`src/rtl/sump_cmd_decoder_if.sv`:
```
// SUMP command decoder port bundle.
// UART byte stream in; decoded command and status out.
interface sump_cmd_decoder_if;
  logic [7:0]  rx_data;
  logic        rx_valid;
  logic [7:0]  opcode;
  logic [31:0] command;
  logic        cmd_recv_rx;
  logic        long_cmd;
  logic        busy;
  logic        timeout_err;

  modport master (
    output rx_data, rx_valid,
    input  opcode, command, cmd_recv_rx,
    input  long_cmd, busy, timeout_err
  );

  modport slave (
    input  rx_data, rx_valid,
    output opcode, command, cmd_recv_rx,
    output long_cmd, busy, timeout_err
  );
endinterface

```
`src/rtl/sump_cmd_decoder.sv`:
```
// SUMP command decoder: 1-byte short and 5-byte long
// commands, with an inter-byte timeout on long ones.
module sump_cmd_decoder #(
  parameter int unsigned TIMEOUT_CYCLES = 100000
) (
  input logic               clock,
  input logic               ext_reset_n,
  sump_cmd_decoder_if.slave bus
);

  localparam int CW = $clog2(TIMEOUT_CYCLES) + 1;
  localparam logic [CW-1:0] TO_MAX = CW'(TIMEOUT_CYCLES - 1);
  localparam logic [CW-1:0] CNT_MAX = '1;

  typedef enum logic [2:0] {
    IDLE, B1, B2, B3, B4
  } state_e;

  state_e        state_q, state_d;
  logic [7:0]    op_q, op_d;
  logic [31:0]   cmd_q, cmd_d;
  logic          long_q, long_d;
  logic          recv_q, recv_d;
  logic          busy_q, busy_d;
  logic          to_q, to_d;
  logic [7:0]    pend_q, pend_d;
  logic [23:0]   shadow_q, shadow_d;
  logic [CW-1:0] cnt_q, cnt_d;

  always_ff @(posedge clock or negedge ext_reset_n) begin
    if (!ext_reset_n) begin
      state_q  <= IDLE;
      op_q     <= '0;
      cmd_q    <= '0;
      long_q   <= 1'b0;
      recv_q   <= 1'b0;
      busy_q   <= 1'b0;
      to_q     <= 1'b0;
      pend_q   <= '0;
      shadow_q <= '0;
      cnt_q    <= '0;
    end else begin
      state_q  <= state_d;
      op_q     <= op_d;
      cmd_q    <= cmd_d;
      long_q   <= long_d;
      recv_q   <= recv_d;
      busy_q   <= busy_d;
      to_q     <= to_d;
      pend_q   <= pend_d;
      shadow_q <= shadow_d;
      cnt_q    <= cnt_d;
    end
  end

  always_comb begin
    state_d  = state_q;
    op_d     = op_q;
    cmd_d    = cmd_q;
    long_d   = long_q;
    recv_d   = 1'b0;
    to_d     = 1'b0;
    pend_d   = pend_q;
    shadow_d = shadow_q;
    cnt_d    = cnt_q;
    if (bus.rx_valid) begin
      cnt_d = '0;
      unique case (state_q)
        IDLE: begin
          if (!bus.rx_data[7]) begin
            op_d   = bus.rx_data;
            cmd_d  = '0;
            long_d = 1'b0;
            recv_d = 1'b1;
          end else begin
            pend_d  = bus.rx_data;
            state_d = B1;
          end
        end
        B1: begin
          shadow_d[7:0] = bus.rx_data;
          state_d       = B2;
        end
        B2: begin
          shadow_d[15:8] = bus.rx_data;
          state_d        = B3;
        end
        B3: begin
          shadow_d[23:16] = bus.rx_data;
          state_d         = B4;
        end
        B4: begin
          op_d     = pend_q;
          cmd_d    = {bus.rx_data, shadow_q};
          long_d   = 1'b1;
          recv_d   = 1'b1;
          shadow_d = '0;
          state_d  = IDLE;
        end
        default: state_d = IDLE;
      endcase
    end else if (state_q != IDLE) begin
      // A byte in the same cycle always beats the timeout
      if (cnt_q == TO_MAX) begin
        state_d  = IDLE;
        shadow_d = '0;
        to_d     = 1'b1;
        cnt_d    = '0;
      end else if (cnt_q != CNT_MAX) begin
        cnt_d = cnt_q + 1'b1;
      end
    end
    busy_d = (state_d != IDLE);
  end

  assign bus.opcode      = op_q;
  assign bus.command     = cmd_q;
  assign bus.long_cmd    = long_q;
  assign bus.cmd_recv_rx = recv_q;
  assign bus.busy        = busy_q;
  assign bus.timeout_err = to_q;

endmodule

```
`src/flat_wrapper.sv`:
```
// flat-port wrapper written by rule: the top's interface ports become plain ports
module sump_cmd_decoder_flat 
#(
  parameter int unsigned TIMEOUT_CYCLES = 100000
)
  (clock, ext_reset_n, bus_rx_data, bus_rx_valid, bus_opcode, bus_command, bus_cmd_recv_rx, bus_long_cmd, bus_busy, bus_timeout_err);
  sump_cmd_decoder_if bus_i ();
  input logic clock;
  input logic ext_reset_n;
  input wire logic [$bits(bus_i.rx_data)-1:0] bus_rx_data;
  input wire logic [$bits(bus_i.rx_valid)-1:0] bus_rx_valid;
  output wire logic [$bits(bus_i.opcode)-1:0] bus_opcode;
  output wire logic [$bits(bus_i.command)-1:0] bus_command;
  output wire logic [$bits(bus_i.cmd_recv_rx)-1:0] bus_cmd_recv_rx;
  output wire logic [$bits(bus_i.long_cmd)-1:0] bus_long_cmd;
  output wire logic [$bits(bus_i.busy)-1:0] bus_busy;
  output wire logic [$bits(bus_i.timeout_err)-1:0] bus_timeout_err;
  assign bus_i.rx_data = bus_rx_data;
  assign bus_i.rx_valid = bus_rx_valid;
  assign bus_opcode = bus_i.opcode;
  assign bus_command = bus_i.command;
  assign bus_cmd_recv_rx = bus_i.cmd_recv_rx;
  assign bus_long_cmd = bus_i.long_cmd;
  assign bus_busy = bus_i.busy;
  assign bus_timeout_err = bus_i.timeout_err;
  sump_cmd_decoder #(.TIMEOUT_CYCLES(TIMEOUT_CYCLES)) u_core (.clock(clock), .ext_reset_n(ext_reset_n), .bus(bus_i));
endmodule
```
`config.mk`:
```
export PLATFORM = sky130hd
export DESIGN_NAME = sump_cmd_decoder_flat
export DESIGN_NICKNAME = d
export VERILOG_FILES = /design/src/rtl/sump_cmd_decoder_if.sv /design/src/rtl/sump_cmd_decoder.sv /design/src/flat_wrapper.sv
export SDC_FILE = /design/constraint.sdc
export NUM_CORES = 1
export LEC_CHECK = 0
export BUFFER_PORTS_ARGS = -buffer_cell sky130_fd_sc_hd__buf_2
export CORE_AREA = 2 2 89 91
export DETAILED_ROUTE_END_ITERATION = 6
export DIE_AREA = 0 0 91 93
export HOLD_SLACK_MARGIN = 0.03
export PLACE_DENSITY = 0.78
export SYNTH_ARGS = -nofsm -noshare
export SYNTH_HDL_FRONTEND = slang
export SYNTH_SLANG_ARGS = --single-unit
```
`constraint.sdc`:
```
create_clock -name clock -period 2.3 [get_ports clock]
set_input_delay 0.23 -clock clock [delete_from_list [all_inputs] [get_ports clock]]
set_output_delay 0.23 -clock clock [all_outputs]
set_load 0.02 [all_outputs]
```
Yosys cells after proc, flatten, opt, wreduce, memory -nomap -nowiden
Cells that the tools add are included.
{"block": "word_totals", "register_bits": 97, "in_bits": 11, "output_inout_bits": 44, "wordCells": 63}
{"block": "classes", "n_addsub": 1, "n_eq_ne": 10, "mux": 27, "n_reduce_logical": 13}
{"op": "$mux 18", "n": 4}
{"op": "$mux 24", "n": 3}
{"op": "$pmux 32 s2", "n": 1}
{"op": "$pmux 8 s2", "n": 4}
{"op": "$mux 32", "n": 1}
{"op": "$add 18x1->18 const B", "n": 1}
{"op": "$eq 18x17->1 const B", "n": 1}
{"op": "$ne 18x18->1 const B", "n": 1}
{"op": "$reduce_and 3->1", "n": 5}
{"op": "$mux 3", "n": 4}
{"op": "$pmux 3 s4", "n": 1}
{"op": "$ne 3x1->1 const B", "n": 3}
{"op": "$reduce_bool 3->1", "n": 3}
{"op": "$mux 8", "n": 1}
{"op": "$eq 3x2->1 const B", "n": 2}
{"op": "$mux 1", "n": 6}
{"op": "$reduce_bool 2->1", "n": 3}
{"op": "$pmux 1 s2", "n": 2}
{"op": "$eq 3x1->1 const B", "n": 1}
{"op": "$eq 3x3->1 const B", "n": 1}
{"op": "$logic_not 3->1", "n": 1}
{"op": "$ne 2x2->1 const B", "n": 1}
{"op": "$reduce_and 2->1", "n": 1}

Logic depth before layout (Yosys ltp)
{"block": "depth", "ltp_word": 5, "ltp_mapped": 7}

Worst setup path after synthesis
OpenSTA, ideal clock, no wires.
{"block": "synth_path", "path_kind": "register -> register", "start": "reg u_core.cnt_q[11]", "end": "reg u_core.shadow_q[15]", "setup_time_ps": 125, "t_arrival_ps": 1819, "setup_slack_ps": 356, "path_stages_with_launch": 7, "path_buffers": 1, "synth_period_minus_slack_ps": 1944, "path_cell_list": "dfrtp_1 or4_4 nor3_4 a21o_4 nand2b_1 buf_6 mux2_4"}
{"block": "synth_between", "elab_chain_len": 3}
{"element": "start: declaration", "line_no": "sump_cmd_decoder.sv:28", "text": "logic [CW-1:0] cnt_q, cnt_d;"}
{"element": "start signal: assignment", "line_no": "sump_cmd_decoder.sv:52", "text": "cnt_q <= cnt_d;"}
{"element": "$eq 18x17->1", "line_no": "sump_cmd_decoder.sv:104", "text": "if (cnt_q == TO_MAX) begin"}
{"element": "$reduce_bool 2->1 (no line)"}
{"element": "$reduce_and 3->1 (no line)"}
{"element": "end signal: assignment", "line_no": "sump_cmd_decoder.sv:51", "text": "shadow_q <= shadow_d;"}
{"element": "end: declaration", "line_no": "sump_cmd_decoder.sv:27", "text": "logic [23:0] shadow_q, shadow_d;"}
Every way passes these cells.
A chain may end at the register's enable or synchronous reset.

Worst setup path in the final report
{"block": "layout_path", "start": "reg u_core.cnt_q[0]", "end": "reg u_core.cnt_q[12]"}
{"block": "layout_between", "elab_chain_len": 5, "elab_cells_between_ends": 9}
{"element": "$add 18x1->18", "line_no": "sump_cmd_decoder.sv:110", "text": "cnt_d = cnt_q + 1'b1;"}
{"element": "$mux 18", "line_no": "sump_cmd_decoder.sv:109", "text": "end else if (cnt_q != CNT_MAX) begin"}
{"element": "$mux 18", "line_no": "sump_cmd_decoder.sv:104"}
{"element": "$mux 18", "line_no": "sump_cmd_decoder.sv:102", "text": "end else if (state_q != IDLE) begin"}
{"element": "$mux 18", "line_no": "sump_cmd_decoder.sv:66", "text": "if (bus.rx_valid) begin"}
Several ways; a longest one is shown, not always the timed one. The select of a mux whose other input is x is not followed.

==> run metrics <==
Crit Path Max Fanout 7; Max Clock Skew 0.00886 ns; I/O pin count 55; Seq/Total Area, Yosys 0.579; Synth Area in Compound Gates 0.176; Worst Path Required approximately 2.6 ns; synthesis-to-layout area growth 16.1%; relative slew slack 0.614; GP Congestion 0.952; core area ~7500 um^2; vias in the first global route 3061; CTS tree yes; Area contributors post-synth dfrtp_1 (58%), a22o_1 (6.7%), mux2_2 (6.2%), nand2_1 (2.8%), o21ai_0 (2.5%); post-synth cell types 52; post-synth top area cell dfrtp_1; diode count 0; Finished Layout Cells around 530; CTS Buf Count 9; num rows 32; Worst-Margin Slew 0.579 ns; clk_lat worst skew 0.37 ns; share of cells above drive strength 1 0.287; power density cells 1200 nW/um^2; Starting Density 0.557; final setup violation count 0; ANT nets after route 0; Post-Synthesis Cell Area between 4000 and 5000 um^2; # placed instances roughly 510; Remaining DRCs 0; clk slew on worst S/H paths 0.09 ns; depth of the most critical reg-to-reg path 6; Layout Nets 433; First-pass DRT Iterations 6; XOR/XNOR share of the synthesized area 0.00418; first-pass GRT wire length 16.1 mm; Max-Cap Viols 0; Crit Path Class flop to flop; Hold WC Path Type primary input to flop; crit path DAT 2.34 ns; DR vias approximately 3200; cells after synthesis 359; ys async rst share 1.00; Synth top area share 0.579; simple logic cell fraction of the synthesized area 0.130; Adder-Cell Fraction of Synth Area 0.00298; filler cell count 617; Max H-tree Level 3; multiplexer share of the synthesized area 0.0820; largest family of logic cells by synthesized area compound AO/OA/AOI/OAI gates; Fin Hold WS approximately 0.17 ns; CTS max path bufs 2; GRT Util Overall 0.246; post-layout min period between 2 and 2.5 ns; Top FF cell, synth dfrtp_1; clk sinks 97; Yosys reg bits 97; most common cell in the synthesized netlist dfrtp_1; Final Hold Vio Count 0; largest net degree at the start of global routing 46; Worst VDD drop about 0.7 mV; RSZ-0062 raised after global routing false; CTS Root Cell clkbuf_8; DP Wirelength about 6.7 mm; syn_nets ~370; top post-synthesis cells by count dfrtp_1 (97), a22o_1 (32), nand2_1 (31); EDFF count, synth 0; fin crit share 0.905; Startpoint Class flop; port bufs 54; Hold Path Cell Cnt 2; vias per cell approximately 6.1; average wire per standard cell around 18 um; Max Slew Vio Count 0; die extent in x approximately 90 um; initial antenna violation count 0; Syn. warnings 0; Vert. Die Dim just over 90 um; Mapped Avg Cell Area about 12 um^2; die area between 8000 and 9000 um^2; DR iter-0 viols between 200 and 300; final wirelength 9.68 mm; GRT Residual Overflow 0; crit end category flop; fmax about 0.48 GHz; Pleak ~2.4 nW; setup_tns 0 ns; status completed; final core utilization 0.647
## repair_timing
| action | CTS | global route |
|---|---|---|
| hold buffers | 1 | 0 |
| endpoints found under the setup margin | 0 | 1 |
| gates resized for setup | 0 | 1 |
| hold endpoints to repair | 42 | 0 |
| buffers inserted | 0 | 0 |
## through the flow
step	power [mW]	instance area, um^2	setup WS [ns]
floorplan	3.95	4190	0.356
global placement	4.56	4640	0.287
detailed placement	4.66	4640	0.249
CTS	5.90	4870	0.234
global route	6.19	4870	0.0197
finish	5.86	4870	0.219
## state kept, by name, indices dropped and copies added (netlist names)
name,count
u_core.bus.opcode,8
u_core.shadow_q,24
u_core.bus.command,32
u_core.bus.long_cmd,1
u_core.bus.timeout_err,1
u_core.bus.cmd_recv_rx,1
u_core.pend_q,8
u_core.cnt_q,18
u_core.state_q,3
u_core.bus.busy,1
## worst max-delay path: stages, from the launching register on
cell and delay, ns:
dfrtp_1 0.43, ha_1 0.23, and4_1 0.31, nand2_1 0.14
nor3_2 0.40, o21ai_0 0.17, a32o_1 0.27
## logic make-up after synthesis
logic type | Yosys count
compound gates | 100
flops | 97
mux | 31
buf+inv | 26
fa+ha+maj | 1
simple gates | 102
xor+xnor | 2
## path summary, 6_finish.rpt
kind	startpoint	slack, ns	endpoint
max	u_core.cnt_q[0]	0.22	u_core.cnt_q[12]
min in group asynchronous	ext_reset_n	0.41	u_core.pend_q[3]
max in group asynchronous	ext_reset_n	1.21	u_core.bus.command[16]
min	bus_rx_data[1]	0.17	u_core.bus.command[25]
max reg2reg	u_core.cnt_q[0]	0.22	u_core.cnt_q[12]
min reg2reg	u_core.bus.opcode[6]	0.49	u_core.bus.opcode[6]
## cells in the final DEF (no fill, tap or decap), types with 9 or more instances in the layout
cell,synthesis,final
dfrtp_1,97,97
nor2_1,10,10
and2_1,10,10
nand3_1,10,9
nand2_1,31,31
clkbuf_8,0,10
buf_2,1,53
o21ai_0,21,20
mux2_2,23,23
a21oi_1,17,17
a22o_1,32,32
buf_4,0,18
## cell type report
cell class                 instances  area [um^2]  area share
multi-input combinational        236         1670       0.342
timing repair buffer              72          410      0.0843
inverter                           5         18.8     0.00386
clock buffer                      11          141      0.0290
clock inverter                     4         76.3      0.0157
tap                              102          128      0.0262
sequential                        97         2430       0.499
## report_power, final
group,switching [mW],internal [mW],leakage [nW],total [mW]
clock network,0.589,0.641,0.106,1.23
logic,1.14,0.849,0.968,1.99
registers,0.374,2.27,1.28,2.64
total,2.10,3.76,2.35,5.86
## routing by layer
metal,part of all wire,vias up,track usage
met1,0.44,1602,0.351
met2,0.47,123,0.377
met3,0.065,16,0.0693
li1,-,1455,-
met4,0.020,0,0.0631
met5,0,-,0
No activity file was read; power rests on OpenSTA's default activity.
